### config.mk
export PLATFORM = sky130hd
export DESIGN_NAME = mux_rr_arbiter_flat
export DESIGN_NICKNAME = d
export VERILOG_FILES = /design/src/rtl/mux_rr_arbiter_if.sv /design/src/rtl/mux_rr_arbiter.sv /design/src/flat_wrapper.sv
export SDC_FILE = /design/constraint.sdc
export NUM_CORES = 1
export LEC_CHECK = 0
export BUFFER_PORTS_ARGS = -buffer_cell sky130_fd_sc_hd__buf_2
export CORE_MARGIN = 1
export CORE_UTILIZATION = 51
export DETAILED_ROUTE_END_ITERATION = 7
export PLACE_DENSITY = 0.78
export REMOVE_ABC_BUFFERS = 1
export SLEW_MARGIN = 25
export SYNTH_ARGS = -nofsm -noshare
export SYNTH_HDL_FRONTEND = slang
export SYNTH_SLANG_ARGS = --single-unit
### constraint.sdc
create_clock -name clk -period 2.2 [get_ports clk]
set_clock_uncertainty 0.1 [all_clocks]
set_input_delay 0.44 -clock clk [delete_from_list [all_inputs] [get_ports clk]]
set_output_delay 0.44 -clock clk [all_outputs]
set_load 0.005 [all_outputs]
### src/rtl/mux_rr_arbiter_if.sv
// mux_rr_arbiter_if
//   Bundles the requester side and the selector side of the round-robin
//   arbiter for the 4-input selector datapath.
//   req        : request per requester (bit i = requester i)
//   a, b, c, d : data words of requesters 0..3
//   gnt        : one-hot grant, zero when no owner
//   sel        : selector code of the current owner, 0 when no owner
//   mux_en_n   : active-low datapath enable, low only while an owner exists
//   out        : registered selected word, 0 when not valid
//   out_valid  : out holds owner data
//   master = requester/environment side, slave = arbiter side.
interface mux_rr_arbiter_if #(
    parameter int unsigned WIDTH = 4
);
    logic [3:0]       req;
    logic [WIDTH-1:0] a;
    logic [WIDTH-1:0] b;
    logic [WIDTH-1:0] c;
    logic [WIDTH-1:0] d;
    logic [3:0]       gnt;
    logic [1:0]       sel;
    logic             mux_en_n;
    logic [WIDTH-1:0] out;
    logic             out_valid;

    modport master (
        output req, a, b, c, d,
        input  gnt, sel, mux_en_n, out, out_valid
    );

    modport slave (
        input  req, a, b, c, d,
        output gnt, sel, mux_en_n, out, out_valid
    );
endinterface

### src/rtl/mux_rr_arbiter.sv
// mux_rr_arbiter
//   Round-robin arbiter/sequencer for a 4-input selector. Grants one requester
//   at a time, bounds tenure to MAX_HOLD cycles while others wait, inserts a
//   one-cycle dead gap between owners, and registers the selected word.
//   clk   : rising-edge clock
//   rst_n : asynchronous active-low reset
//   bus   : mux_rr_arbiter_if.slave (req/data in, gnt/sel/mux_en_n/out/out_valid out)
module mux_rr_arbiter #(
    parameter int unsigned WIDTH    = 4,
    parameter int unsigned MAX_HOLD = 8
) (
    input  logic            clk,
    input  logic            rst_n,
    mux_rr_arbiter_if.slave bus
);
    typedef enum logic [1:0] {
        IDLE = 2'd0,
        OWN  = 2'd1,
        GAP  = 2'd2
    } state_t;

    state_t           state_q, state_d;
    logic [1:0]       owner_q, owner_d;
    logic [1:0]       last_q, last_d;
    logic [7:0]       hold_q, hold_d;
    logic [3:0]       gnt_q, gnt_d;
    logic [1:0]       sel_q, sel_d;
    logic             en_n_q, en_n_d;
    logic [WIDTH-1:0] out_q, out_d;
    logic             valid_q, valid_d;

    logic [1:0]       pick;
    logic [1:0]       idx;
    logic             at_max;

    assign at_max = (hold_q == 8'(MAX_HOLD));

    // Walk from lowest to highest priority so the last hit is the winner:
    // i=0 examines last_owner itself, i=3 examines last_owner+1.
    always_comb begin
        pick = '0;
        idx  = '0;
        for (int unsigned i = 0; i < 4; i++) begin
            idx = last_q + 2'(4 - i);
            if (bus.req[idx]) begin
                pick = idx;
            end
        end
    end

    always_comb begin
        state_d = state_q;
        owner_d = owner_q;
        last_d  = last_q;
        hold_d  = hold_q;
        gnt_d   = gnt_q;
        sel_d   = sel_q;
        en_n_d  = en_n_q;
        case (state_q)
            IDLE, GAP: begin
                if (|bus.req) begin
                    state_d = OWN;
                    owner_d = pick;
                    gnt_d   = 4'b0001 << pick;
                    sel_d   = pick;
                    en_n_d  = 1'b0;
                    hold_d  = 8'd1;
                end else begin
                    state_d = IDLE;
                    gnt_d   = '0;
                    sel_d   = '0;
                    en_n_d  = 1'b1;
                    hold_d  = '0;
                end
            end
            OWN: begin
                if (!bus.req[owner_q] || (at_max && |(bus.req & ~gnt_q))) begin
                    state_d = GAP;
                    gnt_d   = '0;
                    sel_d   = '0;
                    en_n_d  = 1'b1;
                    last_d  = owner_q;
                    hold_d  = '0;
                end else if (at_max) begin
                    hold_d = 8'd1;
                end else begin
                    hold_d = hold_q + 8'd1;
                end
            end
            default: begin
                state_d = IDLE;
                gnt_d   = '0;
                sel_d   = '0;
                en_n_d  = 1'b1;
                hold_d  = '0;
            end
        endcase
    end

    // Data path uses the registered sel/enable, giving one cycle grant-to-data.
    always_comb begin
        out_d   = '0;
        valid_d = ~en_n_q;
        if (!en_n_q) begin
            case (sel_q)
                2'd0:    out_d = bus.a;
                2'd1:    out_d = bus.b;
                2'd2:    out_d = bus.c;
                default: out_d = bus.d;
            endcase
        end
    end

    always_ff @(posedge clk or negedge rst_n) begin
        if (!rst_n) begin
            state_q <= IDLE;
            owner_q <= '0;
            last_q  <= 2'd3;
            hold_q  <= '0;
            gnt_q   <= '0;
            sel_q   <= '0;
            en_n_q  <= 1'b1;
            out_q   <= '0;
            valid_q <= 1'b0;
        end else begin
            state_q <= state_d;
            owner_q <= owner_d;
            last_q  <= last_d;
            hold_q  <= hold_d;
            gnt_q   <= gnt_d;
            sel_q   <= sel_d;
            en_n_q  <= en_n_d;
            out_q   <= out_d;
            valid_q <= valid_d;
        end
    end

    assign bus.gnt       = gnt_q;
    assign bus.sel       = sel_q;
    assign bus.mux_en_n  = en_n_q;
    assign bus.out       = out_q;
    assign bus.out_valid = valid_q;
endmodule

### src/flat_wrapper.sv
// flat-port wrapper written by rule: the top's interface ports become plain ports
module mux_rr_arbiter_flat 
#(
    parameter int unsigned WIDTH    = 4,
    parameter int unsigned MAX_HOLD = 8
)
  (clk, rst_n, bus_req, bus_a, bus_b, bus_c, bus_d, bus_gnt, bus_sel, bus_mux_en_n, bus_out, bus_out_valid);
  mux_rr_arbiter_if #(.WIDTH(WIDTH)) bus_i ();
  input  logic clk;
  input  logic rst_n;
  input wire logic [$bits(bus_i.req)-1:0] bus_req;
  input wire logic [$bits(bus_i.a)-1:0] bus_a;
  input wire logic [$bits(bus_i.b)-1:0] bus_b;
  input wire logic [$bits(bus_i.c)-1:0] bus_c;
  input wire logic [$bits(bus_i.d)-1:0] bus_d;
  output wire logic [$bits(bus_i.gnt)-1:0] bus_gnt;
  output wire logic [$bits(bus_i.sel)-1:0] bus_sel;
  output wire logic [$bits(bus_i.mux_en_n)-1:0] bus_mux_en_n;
  output wire logic [$bits(bus_i.out)-1:0] bus_out;
  output wire logic [$bits(bus_i.out_valid)-1:0] bus_out_valid;
  assign bus_i.req = bus_req;
  assign bus_i.a = bus_a;
  assign bus_i.b = bus_b;
  assign bus_i.c = bus_c;
  assign bus_i.d = bus_d;
  assign bus_gnt = bus_i.gnt;
  assign bus_sel = bus_i.sel;
  assign bus_mux_en_n = bus_i.mux_en_n;
  assign bus_out = bus_i.out;
  assign bus_out_valid = bus_i.out_valid;
  mux_rr_arbiter #(.WIDTH(WIDTH), .MAX_HOLD(MAX_HOLD)) u_core (.clk(clk), .rst_n(rst_n), .bus(bus_i));
endmodule
==> flow_summary.json <==
{
  "post_synth.cell_area_avg_um2": 11.8,
  "regToRegSetupSlack_ns": 0.20,
  "gpl_wtd_cong": 0.825,
  "max_root_sink_buffers": 2,
  "syn-cell-area_um2": 1240,
  "wl_final_um": 2530,
  "num_antenna_cells": 0,
  "ant_nets": 0,
  "startpoint_type": "flip-flop",
  "holdWs_ns": 0.436,
  "effective_utilization_at_floorplan": 0.552,
  "most-common-layout-cells": "sky130_fd_sc_hd__buf_2, sky130_fd_sc_hd__dfrtp_1, sky130_fd_sc_hd__inv_1",
  "hold_viol_final": 0,
  "final.setup.tns_ns": 0,
  "worst_min_delay_path_class": "flip-flop to flip-flop",
  "drt_iter0_markers": 19,
  "ys_seq_area_frac": 0.526,
  "rr_startpoint": "u_core.hold_q[5]",
  "total_routing_usage_gr": 0.208,
  "final_cell_count_no_fill": 170,
  "tritoncts.num_buffers": 3,
  "run_status": "complete, no violations",
  "detail_route.first_pass.iterations": 4,
  "power_density_nw_per_um2": 1140,
  "number_of_global_route_vias_before_repair": 864,
  "max_clock_freq_ghz": 0.501,
  "timing.critical_path.arrival_ns": 2.15,
  "worstSetupEndpointType": "flip-flop",
  "grt_start_max_net_pins": 27,
  "worst_setup_path_start": "u_core.hold_q[5]",
  "final_core_utilization": 0.659,
  "fraction_of_final_layout_cells_sized_beyond_drive_strength_1": 0.373,
  "timing.hold.worst.start": "u_core.bus.gnt[0]",
  "layout.nets": 167,
  "ctsRootBufferMaster": "sky130_fd_sc_hd__clkbuf_4",
  "layout_min_cycle_time_ns": 2.00,
  "die-area_um2": 2640,
  "die_h_um": 51.4,
  "timing.slew.headroom": 0.612,
  "final_min_period_over_clock_period": 0.908,
  "postSynthRegisterBits": 26,
  "ys.flop_type": "sky130_fd_sc_hd__dfrtp_1",
  "critPathMaxStageDelay_ns": 0.45,
  "path_cells": "nor4_2 -> nand4b_1 -> o21bai_1 -> a211o_2 -> mux2_4",
  "ir_drop_mv": 0.642,
  "number_of_placed_cells_counting_well_taps": 165,
  "worstPathMaxFanout": 4,
  "worst_path_buffer_plus_inverter_count": 0,
  "port_buffers": 33,
  "netlist-cell-type-count": 38,
  "cp_slowest_cell": "sky130_fd_sc_hd__dfrtp_1",
  "leakagePower_uw": 0.000741,
  "cts.clk_slew.worst_paths_ns": 0.13,
  "overflow_left_after_global_routing": 0,
  "synth-warning-count": 0,
  "grt_first_pass_wirelength_um": 3930,
  "cts_tree": "built",
  "route.vias.total": 941,
  "wl_per_cell_um": 14.9,
  "final_common_cell": "sky130_fd_sc_hd__buf_2",
  "syn-instance-count": 105,
  "synth_top_cell_area_share": 0.463,
  "grt_antenna_before_repair": 0,
  "fp-row-count": 17,
  "die-width_um": 51.4,
  "ys_async_sr_fraction": 1.00,
  "drc_violations_left": 0,
  "report.final.setup_viol": 0,
  "crit_type": "flip-flop to flip-flop",
  "tightestPinTransition_ns": 0.582,
  "worstSkewPairLatency_ns": 0.31,
  "cpLargestDelayFamily": "compound AO/OA/AOI/OAI gates",
  "clock_sink_count": 26,
  "via_per_inst": 5.54,
  "max-cap-violations": 0,
  "detailedPlacementHpwl_um": 1920,
  "synth_enable_flop_cells": 0,
  "layout-area-overhead-vs-synth_pct": 19.4,
  "cts.htree.levels": 1,
  "core_region_area_um2": 2250,
  "timing.final.max_slew_violations": 0,
  "synth_largest_area_cell": "sky130_fd_sc_hd__dfrtp_1",
  "unrepaired_setup_endpoints_after_global_routing": "no",
  "boundary_pin_count": 34,
  "synth_top_cells_by_area": "sky130_fd_sc_hd__dfrtp_1, sky130_fd_sc_hd__mux4_2, sky130_fd_sc_hd__dfstp_2",
  "timing.critical_path.required_ns": 2.35
}
-- Yosys cell counts (all sizes together) (2+ instances only) --
library cell,number
dfstp,3
nand2,4
and2,5
nand3,2
a21o,2
nor2b,2
a21oi,2
mux2,3
a22o,3
mux4,5
o2bb2ai,2
o22ai,3
inv,11
dfrtp,23
xor2,3
ha,2
nor3,2
and3,2
xnor2,3
nor2,8
-- state kept, by name (all words and copies together), names as in the netlist --
| signal | flops |
|---|---|
| u_core.hold_q | 8 |
| u_core.bus.gnt | 4 |
| u_core.bus.out | 4 |
| u_core.bus.sel | 2 |
| u_core.last_q | 2 |
| u_core.owner_q | 2 |
| u_core.state_q | 2 |
| u_core.bus.mux_en_n | 1 |
| u_core.bus.out_valid | 1 |
-- cell type report --
class | instances | area [µm²]
multi-input cells | 66 | 546
repair buffers | 35 | 183
fillers | 181 | 769
clock buffers | 4 | 26.3
inverters | 11 | 41.3
flip-flops and latches | 26 | 654
well taps | 28 | 35.0
-- final timing paths --
path                                      to  cells past startpoint
setup / recovery            u_core.last_q[1]                      5
hold / removal             u_core.bus.gnt[0]                      1
setup reg to reg            u_core.last_q[1]                      5
hold reg to reg            u_core.bus.gnt[0]                      1
max in group asynchronous   u_core.last_q[0]                      2
min in group asynchronous   u_core.hold_q[6]                      2
-- metal layers --
metal	GRT usage	up-vias	wire [µm]
li1	-	446	-
met1	0.260	470	1090
met2	0.348	23	1350
met3	0.0565	2	75
met4	0.0631	0	14
met5	0	-	0
-- stage by stage --
| step | setup slack, ns | cell area [µm²] | total power (µW) |
|---|---|---|---|
| 3_5_place_dp | 0.173 | 1440 | 1500 |
| 3_3_place_gp | 0.257 | 1440 | 1470 |
| 2_1_floorplan | 0.357 | 1230 | 1250 |
| 6_report | 0.203 | 1490 | 1690 |
| 4_1_cts | 0.146 | 1480 | 1700 |
| 5_1_grt | 0.0775 | 1490 | 1800 |
-- power by group --
part           leakage, µW  internal, µW  total, µW  switching (µW)
Clock            0.0000150          70.9        200             129
Combinational     0.000395           372        661             289
Sequential        0.000331           674        826             151
-- cells by family after synthesis --
logic type	after synthesis	share of synthesized area
AND/OR/NAND/NOR	31	0.133
flip-flops	26	0.526
AO/OA/AOI/OAI	19	0.115
buffers and inverters	13	0.0402
multiplexers	8	0.124
XOR/XNOR	6	0.0423
adder cells (fa/ha/maj)	2	0.0201
-- timing repair --
action                                 CTS  global route
endpoints found under the hold margin   12             0
hold buffers                             1             0
gates resized for setup                  0             1
setup endpoints to repair                0             2
buffers inserted                         0             0
Note: power is estimated with default switching activity, not from simulation.
